File: config.mk
export PLATFORM = sky130hd
export DESIGN_NAME = uart_fifo
export DESIGN_NICKNAME = d
export VERILOG_FILES = /design/src/rtl/uart_pkg.sv /design/src/rtl/sync_fifo.sv /design/src/rtl/uart_fifo.sv
export SDC_FILE = /design/constraint.sdc
export NUM_CORES = 1
export LEC_CHECK = 0
export ABC_AREA = 0
export CAP_MARGIN = 10
export CORE_ASPECT_RATIO = 1.5
export CORE_MARGIN = 4
export CORE_UTILIZATION = 65
export DETAILED_ROUTE_END_ITERATION = 6
export GPL_ROUTABILITY_DRIVEN = 0
export GPL_TIMING_DRIVEN = 1
export PLACE_DENSITY = 0.85
export SYNTH_ARGS = -nofsm -noshare
export SYNTH_HDL_FRONTEND = slang
export SYNTH_SLANG_ARGS = --single-unit
File: constraint.sdc
create_clock -name clk -period 5.6 [get_ports clk]
set_clock_uncertainty 0.2 [all_clocks]
set_input_delay 0.84 -clock clk [delete_from_list [all_inputs] [get_ports clk]]
set_output_delay 0.84 -clock clk [all_outputs]
set_load 0.1 [all_outputs]
File: src/rtl/uart_pkg.sv
// uart_pkg: FSM state encodings and parity helper shared by the UART TX and RX paths
package uart_pkg;

   typedef enum logic [2:0] {
      ST_IDLE,
      ST_START,
      ST_DATA,
      ST_PARITY,
      ST_STOP
   } uart_state_e;

   function automatic logic parity_calc(input logic [8:0] data, input logic odd);
      return (^data) ^ odd;
   endfunction

endpackage

File: src/rtl/sync_fifo.sv
// sync_fifo: show-ahead FIFO with a registered head that holds its last value when empty
module sync_fifo #(
   parameter int WIDTH = 8,
   parameter int DEPTH = 4
) (
   input  logic             clk,
   input  logic             rst,
   input  logic             push,
   input  logic             pop,
   input  logic [WIDTH-1:0] wdata,
   output logic [WIDTH-1:0] rdata,
   output logic             full,
   output logic             empty
);

   localparam int AW = $clog2(DEPTH);

   logic [WIDTH-1:0] mem_q [DEPTH];
   logic [WIDTH-1:0] rdata_q, rdata_d;
   logic [AW:0]      wp_q, wp_d, rp_q, rp_d, cnt;
   logic [AW-1:0]    nxt;
   logic             push_ok, pop_ok;

   assign empty   = wp_q == rp_q;
   assign full    = (wp_q[AW] != rp_q[AW]) && (wp_q[AW-1:0] == rp_q[AW-1:0]);
   assign pop_ok  = pop & ~empty;
   assign push_ok = push & (~full | pop_ok);
   assign cnt     = wp_q - rp_q;
   assign nxt     = rp_q[AW-1:0] + 1'b1;
   assign rdata   = rdata_q;

   // pointer advance and head-register refresh (next entry, bypassed write, or hold)
   always_comb begin
      wp_d    = wp_q + {{AW{1'b0}}, push_ok};
      rp_d    = rp_q + {{AW{1'b0}}, pop_ok};
      rdata_d = pop_ok ? ((cnt != (AW+1)'(1)) ? mem_q[nxt] : (push_ok ? wdata : rdata_q))
                       : ((push_ok && empty) ? wdata : rdata_q);
   end

   // storage array, written without reset
   always_ff @(posedge clk) begin
      if (push_ok) mem_q[wp_q[AW-1:0]] <= wdata;
   end

   // pointers and head register
   always_ff @(posedge clk) begin
      if (rst) begin
         wp_q    <= '0;
         rp_q    <= '0;
         rdata_q <= '0;
      end else begin
         wp_q    <= wp_d;
         rp_q    <= rp_d;
         rdata_q <= rdata_d;
      end
   end

endmodule

File: src/rtl/uart_fifo.sv
// uart_fifo: buffered UART with programmable divisor, optional parity and sticky error flags
module uart_fifo
   import uart_pkg::*;
#(
   parameter int DATA_BITS  = 8,
   parameter int DIV_WIDTH  = 12,
   parameter int FIFO_DEPTH = 4
) (
   input  logic                 clk,
   input  logic                 rst,
   input  logic [DIV_WIDTH-1:0] divisor,
   input  logic                 parity_en,
   input  logic                 parity_odd,
   input  logic [DATA_BITS-1:0] din,
   input  logic                 wr,
   output logic                 tx_full,
   output logic                 busy,
   output logic [DATA_BITS-1:0] dout,
   input  logic                 rd,
   output logic                 has_byte,
   output logic                 rx_full,
   output logic                 frame_err,
   output logic                 parity_err,
   output logic                 overrun,
   input  logic                 clr_err,
   output logic                 TX,
   input  logic                 RX
);

   localparam logic [3:0] LAST = 4'(DATA_BITS - 1);

   uart_state_e          tx_state_q, tx_state_d, rx_state_q, rx_state_d;
   logic [DIV_WIDTH-1:0] tx_cnt_q, tx_cnt_d, tx_div_q, tx_div_d;
   logic [DIV_WIDTH-1:0] rx_cnt_q, rx_cnt_d, rx_div_q, rx_div_d;
   logic [DATA_BITS-1:0] tx_sh_q, tx_sh_d, rx_sh_q, rx_sh_d, tx_head;
   logic [3:0]           tx_idx_q, tx_idx_d, rx_idx_q, rx_idx_d;
   logic                 tx_par_q, tx_par_d, tx_pen_q, tx_pen_d;
   logic                 rx_pen_q, rx_pen_d, rx_odd_q, rx_odd_d;
   logic                 fe_q, fe_d, pe_q, pe_d, ov_q, ov_d;
   logic                 rx_s1_q, rx_s2_q;
   logic                 tx_empty, tx_pop, rx_empty, rx_push, set_fe, set_pe;

   sync_fifo #(.WIDTH(DATA_BITS), .DEPTH(FIFO_DEPTH)) u_tx_fifo (
      .clk(clk), .rst(rst), .push(wr & ~tx_full), .pop(tx_pop), .wdata(din),
      .rdata(tx_head), .full(tx_full), .empty(tx_empty)
   );

   sync_fifo #(.WIDTH(DATA_BITS), .DEPTH(FIFO_DEPTH)) u_rx_fifo (
      .clk(clk), .rst(rst), .push(rx_push), .pop(rd), .wdata(rx_sh_q),
      .rdata(dout), .full(rx_full), .empty(rx_empty)
   );

   assign busy       = ~tx_empty | (tx_state_q != ST_IDLE);
   assign has_byte   = ~rx_empty;
   assign frame_err  = fe_q;
   assign parity_err = pe_q;
   assign overrun    = ov_q;
   assign TX = (tx_state_q == ST_START)  ? 1'b0 :
               (tx_state_q == ST_DATA)   ? tx_sh_q[0] :
               (tx_state_q == ST_PARITY) ? tx_par_q : 1'b1;

   // TX sequencing; a pop in IDLE or at STOP expiry starts the next frame with no gap
   always_comb begin
      tx_state_d = tx_state_q;
      tx_cnt_d   = tx_cnt_q;
      tx_div_d   = tx_div_q;
      tx_sh_d    = tx_sh_q;
      tx_idx_d   = tx_idx_q;
      tx_par_d   = tx_par_q;
      tx_pen_d   = tx_pen_q;
      tx_pop     = 1'b0;
      if (tx_state_q != ST_IDLE) tx_cnt_d = tx_cnt_q - 1'b1;
      case (tx_state_q)
         ST_IDLE:   tx_pop = ~tx_empty;
         ST_START:  if (tx_cnt_q == '0) begin
            tx_state_d = ST_DATA;
            tx_cnt_d   = tx_div_q;
            tx_idx_d   = '0;
         end
         ST_DATA:   if (tx_cnt_q == '0) begin
            tx_sh_d  = tx_sh_q >> 1;
            tx_idx_d = tx_idx_q + 1'b1;
            tx_cnt_d = tx_div_q;
            if (tx_idx_q == LAST) tx_state_d = tx_pen_q ? ST_PARITY : ST_STOP;
         end
         ST_PARITY: if (tx_cnt_q == '0) begin
            tx_state_d = ST_STOP;
            tx_cnt_d   = tx_div_q;
         end
         ST_STOP:   if (tx_cnt_q == '0) begin
            tx_state_d = ST_IDLE;
            tx_pop     = ~tx_empty;
         end
         default:   tx_state_d = ST_IDLE;
      endcase
      if (tx_pop) begin
         tx_state_d = ST_START;
         tx_cnt_d   = divisor;
         tx_div_d   = divisor;
         tx_sh_d    = tx_head;
         tx_par_d   = parity_calc(9'(tx_head), parity_odd);
         tx_pen_d   = parity_en;
      end
   end

   // RX sequencing; START expiry on a high line is treated as a glitch and discarded
   always_comb begin
      rx_state_d = rx_state_q;
      rx_cnt_d   = rx_cnt_q;
      rx_div_d   = rx_div_q;
      rx_sh_d    = rx_sh_q;
      rx_idx_d   = rx_idx_q;
      rx_pen_d   = rx_pen_q;
      rx_odd_d   = rx_odd_q;
      rx_push    = 1'b0;
      set_fe     = 1'b0;
      set_pe     = 1'b0;
      if (rx_state_q != ST_IDLE) rx_cnt_d = rx_cnt_q - 1'b1;
      case (rx_state_q)
         ST_IDLE:   if (!rx_s2_q) begin
            rx_state_d = ST_START;
            rx_cnt_d   = divisor >> 1;
            rx_div_d   = divisor;
            rx_pen_d   = parity_en;
            rx_odd_d   = parity_odd;
         end
         ST_START:  if (rx_cnt_q == '0) begin
            rx_state_d = rx_s2_q ? ST_IDLE : ST_DATA;
            rx_cnt_d   = rx_div_q;
            rx_idx_d   = '0;
         end
         ST_DATA:   if (rx_cnt_q == '0) begin
            rx_sh_d  = {rx_s2_q, rx_sh_q[DATA_BITS-1:1]};
            rx_idx_d = rx_idx_q + 1'b1;
            rx_cnt_d = rx_div_q;
            if (rx_idx_q == LAST) rx_state_d = rx_pen_q ? ST_PARITY : ST_STOP;
         end
         ST_PARITY: if (rx_cnt_q == '0) begin
            set_pe     = rx_s2_q != parity_calc(9'(rx_sh_q), rx_odd_q);
            rx_state_d = ST_STOP;
            rx_cnt_d   = rx_div_q;
         end
         ST_STOP:   if (rx_cnt_q == '0) begin
            rx_push    = 1'b1;
            set_fe     = ~rx_s2_q;
            rx_state_d = ST_IDLE;
         end
         default:   rx_state_d = ST_IDLE;
      endcase
   end

   // sticky flags: a same-cycle set overrides clr_err; a pop alongside a full push avoids overrun
   always_comb begin
      fe_d = set_fe | (fe_q & ~clr_err);
      pe_d = set_pe | (pe_q & ~clr_err);
      ov_d = (rx_push & rx_full & ~rd) | (ov_q & ~clr_err);
   end

   // state registers, RX synchroniser and flags
   always_ff @(posedge clk) begin
      if (rst) begin
         tx_state_q <= ST_IDLE;
         rx_state_q <= ST_IDLE;
         tx_cnt_q   <= '0;
         tx_div_q   <= '0;
         rx_cnt_q   <= '0;
         rx_div_q   <= '0;
         tx_sh_q    <= '0;
         rx_sh_q    <= '0;
         tx_idx_q   <= '0;
         rx_idx_q   <= '0;
         tx_par_q   <= 1'b0;
         tx_pen_q   <= 1'b0;
         rx_pen_q   <= 1'b0;
         rx_odd_q   <= 1'b0;
         fe_q       <= 1'b0;
         pe_q       <= 1'b0;
         ov_q       <= 1'b0;
         rx_s1_q    <= 1'b1;
         rx_s2_q    <= 1'b1;
      end else begin
         tx_state_q <= tx_state_d;
         rx_state_q <= rx_state_d;
         tx_cnt_q   <= tx_cnt_d;
         tx_div_q   <= tx_div_d;
         rx_cnt_q   <= rx_cnt_d;
         rx_div_q   <= rx_div_d;
         tx_sh_q    <= tx_sh_d;
         rx_sh_q    <= rx_sh_d;
         tx_idx_q   <= tx_idx_d;
         rx_idx_q   <= rx_idx_d;
         tx_par_q   <= tx_par_d;
         tx_pen_q   <= tx_pen_d;
         rx_pen_q   <= rx_pen_d;
         rx_odd_q   <= rx_odd_d;
         fe_q       <= fe_d;
         pe_q       <= pe_d;
         ov_q       <= ov_d;
         rx_s1_q    <= RX;
         rx_s2_q    <= rx_s1_q;
      end
   end

endmodule

Word-level counts from Yosys, hierarchy flattened --
Memory sizes are Yosys's and may differ from the RTL's. Index checks and enable logic that the tools add are counted.
Word-level totals: register bits 115, latch bits 0, memory bits (writable) 64, ROM bits 0, input bits 28, output and inout bits 16, memories kept 2
Cells by class: add/subtract/negate cells 12, multipliers 0, div/mod/pow operators 0, magnitude comparators 0, eq/ne operators 38, shift operators 0, muxes and demuxes 57, bitwise gates (word level) 26, reduce and logical (&&, ||, !) cells 31
Memories:
- u_rx_fifo.mem_q | depth 4, width 8, read ports 1, clocked after Yosys merged registers in 0, wr ports 1, RTL line sync_fifo.sv:18 | logic [WIDTH-1:0] mem_q [DEPTH];
- u_tx_fifo.mem_q | depth 4, width 8, read ports 1, clocked after Yosys merged registers in 0, wr ports 1, RTL line sync_fifo.sv:18
Operators with widths (count):
- 8-bit 2-to-1 mux | 11
- 12-bit 2-to-1 mux | 7
- 3-bit 2-to-1 mux | 13
- 3-bit one-hot mux with 5 select lines | 2
- 12-bit zero test | 2
- 12-bit one-hot mux with 2 select lines | 1
- 12-bit by 1-bit subtractor with 12-bit output (second input constant) | 2
- 3-bit by 1-bit != test with 1-bit output (second input constant) | 6
- 6-bit AND reduction | 3
- 9-bit parity | 2
- 4-bit 2-to-1 mux | 4
- 4-bit one-hot mux with 2 select lines | 2
- 1-bit 2-to-1 mux | 15
- 2-bit != test (second input constant) | 7
- 3-bit by 1-bit adder with 3-bit output | 4
- 3-bit by 2-bit equality test with 1-bit output (second input constant) | 4
- 2-bit nonzero test | 6
- 1-bit AND | 10
- 2-bit by 1-bit != test with 1-bit output (second input constant) | 5
- 2-bit AND reduction | 5
- 3-bit by 2-bit != test with 1-bit output (second input constant) | 3
- 4-bit by 1-bit adder with 4-bit output (second input constant) | 2
- 4-bit by 3-bit equality test with 1-bit output (second input constant) | 2
- 1-bit inverter | 8
- 17 further kinds | 38

Longest topological paths before layout --
depth in word-level cells 10, mapped depth 11, mapped depth without buffers 10

Hierarchy --
Synthesis repeated with hierarchy kept, for this count alone.
Second synthesis, totals: cell total of the unflattened synthesis 794, area, all modules 8343.0 um^2
Modules (own cells, without submodules):
- uart_fifo | times used 1, cells an instance 552, area an instance 4419.2 um^2, sequential area each 1741.7 um^2
- sync_fifo | times used 2, cells an instance 121, area an instance 1961.9 um^2, sequential area each 1241.2 um^2

Least setup slack after synthesis --
Ideal clock, no wire load.
kind reg-to-output, from register u_tx_fifo.rp_q[1], to output port tx_full, arrival time 2.561 ns, required time 4.560 ns, slack 1.999 ns, stages on the path, launching flop included 6, buffers on the path 1, cell sequence dfxtp_1 > clkbuf_1 > inv_1 > ha_1 > nand2_1 > nor2_1
Between the ends: word-level cells in the longest chain between the ends 2
RTL lines:
- start, declared | RTL line sync_fifo.sv:20 | logic [AW:0] wp_q, wp_d, rp_q, rp_d, cnt;
- start signal, assigned | RTL line sync_fifo.sv:53 | rp_q <= rp_d;
- 2-bit equality test | RTL line sync_fifo.sv:25 | assign full = (wp_q[AW] != rp_q[AW]) && (wp_q[AW-1:0] == rp_q[AW-1:0]);
- 1-bit logical AND | RTL line sync_fifo.sv:25
- end, declared | RTL line uart_fifo.sv:16 | output logic tx_full,
No other way between the ends.

Worst setup path in the final report --
from register u_tx_fifo.rp_q[1], to output port busy
Between the ends: word-level cells in the longest chain between the ends 3
RTL lines:
- 3-bit equality test | RTL line sync_fifo.sv:24 | assign empty = wp_q == rp_q;
- 1-bit inverter | RTL line uart_fifo.sv:53 | assign busy = ~tx_empty | (tx_state_q != ST_IDLE);
- 1-bit OR | RTL line uart_fifo.sv:53
- end, declared | RTL line uart_fifo.sv:17 | output logic busy,
No other way between the ends.

==> flow_summary.json <==
{
  "outcome": "finished, final reports clean",
  "final_nets": 856,
  "drc": 0,
  "critPathMostFrequentCell": "nand2_1",
  "ys_async_sr_fraction_pct": 0,
  "critical_path_class": "register to primary output",
  "rows": 50,
  "syn-num-nets": 833,
  "ant_nets": 0,
  "max_freq_mhz": 244,
  "netlist_area_um2": 8310,
  "die_w_um": 100,
  "coreArea_um2": 12500,
  "via_per_inst": 6.37,
  "cts_tree": "done",
  "cts_sinks": 179,
  "ys_ff_latch": 179,
  "grt_pass1_vias": 6284,
  "drt_first_pass_iters": 5,
  "dr_total_vias": 6228,
  "yosysWarnings": 0,
  "min_period_ns": 4.10,
  "max_slew_margin_pct": 22.0,
  "synth.top_cell.area_share_pct": 27.7,
  "drive_gt1_share_pct": 10.8,
  "power_density_nw_per_um2": 429,
  "drv_cap": 0,
  "antenna_found_initial": 0,
  "wl_per_cell_um": 19.1,
  "antennaDiodeCount": 0,
  "rsz0062_at_grt": "no",
  "netlist_instances": 785,
  "clock_path_buffers": 2,
  "crit_chain": "inv_1 -> ha_1 -> nand2_1 -> nor2_1 -> nand2_1 -> clkdlybuf4s50_1",
  "worstSkewPairLatency_ns": 0.44,
  "peakVddDrop_mv": 0.274,
  "p_seq_share_pct": 40.8,
  "tns_ns": 0,
  "overflow": 0,
  "p_sw_w": 0.00145,
  "fillCellCount": 824,
  "initial_utilization_pct": 66.4,
  "leakagePower_nw": 3.21,
  "grt_use_total_pct": 26.0,
  "synth.largest_area_cell": "dfxtp_1",
  "htree_levels": 4,
  "ios": 44,
  "layout_commonest_cell": "dfxtp_1",
  "grt_first_pass_wirelength_um": 30300,
  "synth-main-ff-cell": "dfxtp_1",
  "yosys-top-cells-area": "dfxtp_1 (28%), edfxtp_1 (23%), nand2_1 (4.4%)",
  "synth_edf_count": 64,
  "fin_crit_sh_pct": 73.2,
  "worst_pin_slew_ns": 1.16,
  "cts-resized-gates": 0,
  "wl_um": 18700,
  "critPathSlowestCell": "clkdlybuf4s50_1",
  "worstPathMaxFanout": 11,
  "p_comb_share_pct": 30.3,
  "whs_ns": 0.213,
  "cts_hold_buf": 0,
  "whs_path_depth": 1,
  "swShare_pct": 36.0,
  "port_buffers": 43,
  "ys_seq_area_share_pct": 50.8,
  "critPathLaunchType": "register",
  "clk_pin_slew_ns": 0.07,
  "r2r_cells": 9,
  "slew_violations": 0,
  "worstHoldPathType": "register to register",
  "cts_root_buf": "clkbuf_16",
  "grt_max_degree": 92,
  "post_cts_buffers": 0,
  "p_clk_share_pct": 29.0,
  "critPathCaptureType": "primary output",
  "die-area_um2": 14700,
  "area_growth_pct": 12.6,
  "final_cell_mix": "dfxtp_1 (115), nand2_1 (97), edfxtp_1 (64)",
  "slowest_delay_ns": 1.13,
  "cp.required_ns": 4.56,
  "drtIter0Drc": 336,
  "dp_hpwl_um": 12600,
  "hold_viol_final": 0,
  "numCtsBuffers": 17,
  "synth_cell_types": 78,
  "setup_viol": 0,
  "die_h_um": 146,
  "cp_data_arrival_time_ns": 3.06,
  "internal_power_w": 0.00257,
  "syn_area_per_cell_um2": 10.6
}
## cell usage after synthesis (4+ instances only)
library cell and instances:
a211oi_1 8, a21boi_0 4, a21oi_1 57, a311oi_1 14
a31oi_1 10, and2_1 5, buf_1 4, buf_2 5
clkbuf_1 33, dfxtp_1 115, edfxtp_1 64, ha_1 18
inv_1 19, mux2i_1 25, mux4_2 16, nand2_1 97
nand2b_1 8, nand3_1 14, nand4_1 8, nor2_1 53
nor2b_1 11, nor3_1 19, nor4_1 8, o211ai_1 7
o21ai_0 20, o21ba_2 8, o22ai_1 5, o32ai_1 5
or2_2 6, or3_1 5, xnor2_1 30, xor2_1 9
## power groups by stage
stage	sequential, W	clock, W	combinational (W)
floorplan	0.00159	0	0.00103
CTS	0.00163	0.00118	0.00122
global placement	0.00165	0	0.00116
detailed placement	0.00166	0	0.00121
global route	0.00166	0.00124	0.00134
finish	0.00164	0.00117	0.00122
## layer usage
metal / track usage, % / part of all wire, % / vias up
li1: - / - / 2933
met1: 30.5 / 37 / 3017
met2: 45.0 / 54 / 227
met3: 5.45 / 5.4 / 51
met4: 11.5 / 3.4 / 0
met5: 0 / 0 / -
## area by class of cell
class / count / area, um2 / share of cell area, %
clock buffers: 17 / 425 / 4.54
repair buffers: 49 / 468 / 5.00
flip-flops and latches: 179 / 4220 / 45.1
inverters: 21 / 78.8 / 0.842
well taps: 156 / 195 / 2.08
clock inverters: 15 / 151 / 1.62
multi-input cells: 540 / 3820 / 40.8
## critical path: cells and delay by family (launching register included)
family | cells | cell delay, ns
simple gates | 3 | 0.27
fa+ha+maj | 1 | 0.35
buf+inv | 2 | 1.26
flops | 1 | 0.74
## kinds of logic (layout without fill, tap and decap cells)
logic type | count (synthesis) | count (layout) | synth area share [%]
buffers and inverters | 66 | 102 | 3.28
xor gates and xnor gates | 40 | 40 | 4.31
AOI/OAI and AO/OA | 174 | 174 | 14.7
DFF | 179 | 179 | 50.8
and+or+nand+nor | 263 | 263 | 16.1
adders and majority gates | 20 | 20 | 3.19
muxes | 43 | 43 | 7.62
## final timing paths
path / start / to / slack, ns
worst min-delay path: rx_s1_q / rx_s2_q / 0.21
worst min register to register: rx_s1_q / rx_s2_q / 0.21
worst max register to register: u_tx_fifo.rp_q[1] / u_tx_fifo.rp_q[2] / 1.89
worst max-delay path: u_tx_fifo.rp_q[1] / busy / 1.50
## through the flow
| step | power (W) | instances | area [um2] | setup WS (ns) | util, % |
|---|---|---|---|---|---|
| floorplan | 0.00262 | 785 | 8310 | 2.00 | - |
| global placement | 0.00282 | 940 | 8750 | 1.96 | 69.9 |
| detailed placement | 0.00287 | 940 | 8750 | 1.86 | 69.9 |
| CTS | 0.00403 | 972 | 9330 | 1.42 | 74.5 |
| global route | 0.00423 | 977 | 9360 | 1.28 | 74.8 |
| finish | 0.00402 | 977 | 9360 | 1.50 | 74.8 |
## state kept, by name (all words and copies together) (netlist names), 8 cells and up
| name | flops |
|---|---|
| rx_cnt_q | 12 |
| rx_div_q | 12 |
| rx_sh_q | 8 |
| tx_cnt_q | 12 |
| tx_div_q | 12 |
| tx_sh_q | 8 |
| u_rx_fifo.mem_q | 32 |
| u_rx_fifo.rdata | 8 |
| u_tx_fifo.mem_q | 32 |
| u_tx_fifo.rdata | 8 |
(Power assumes the default switching activity.)
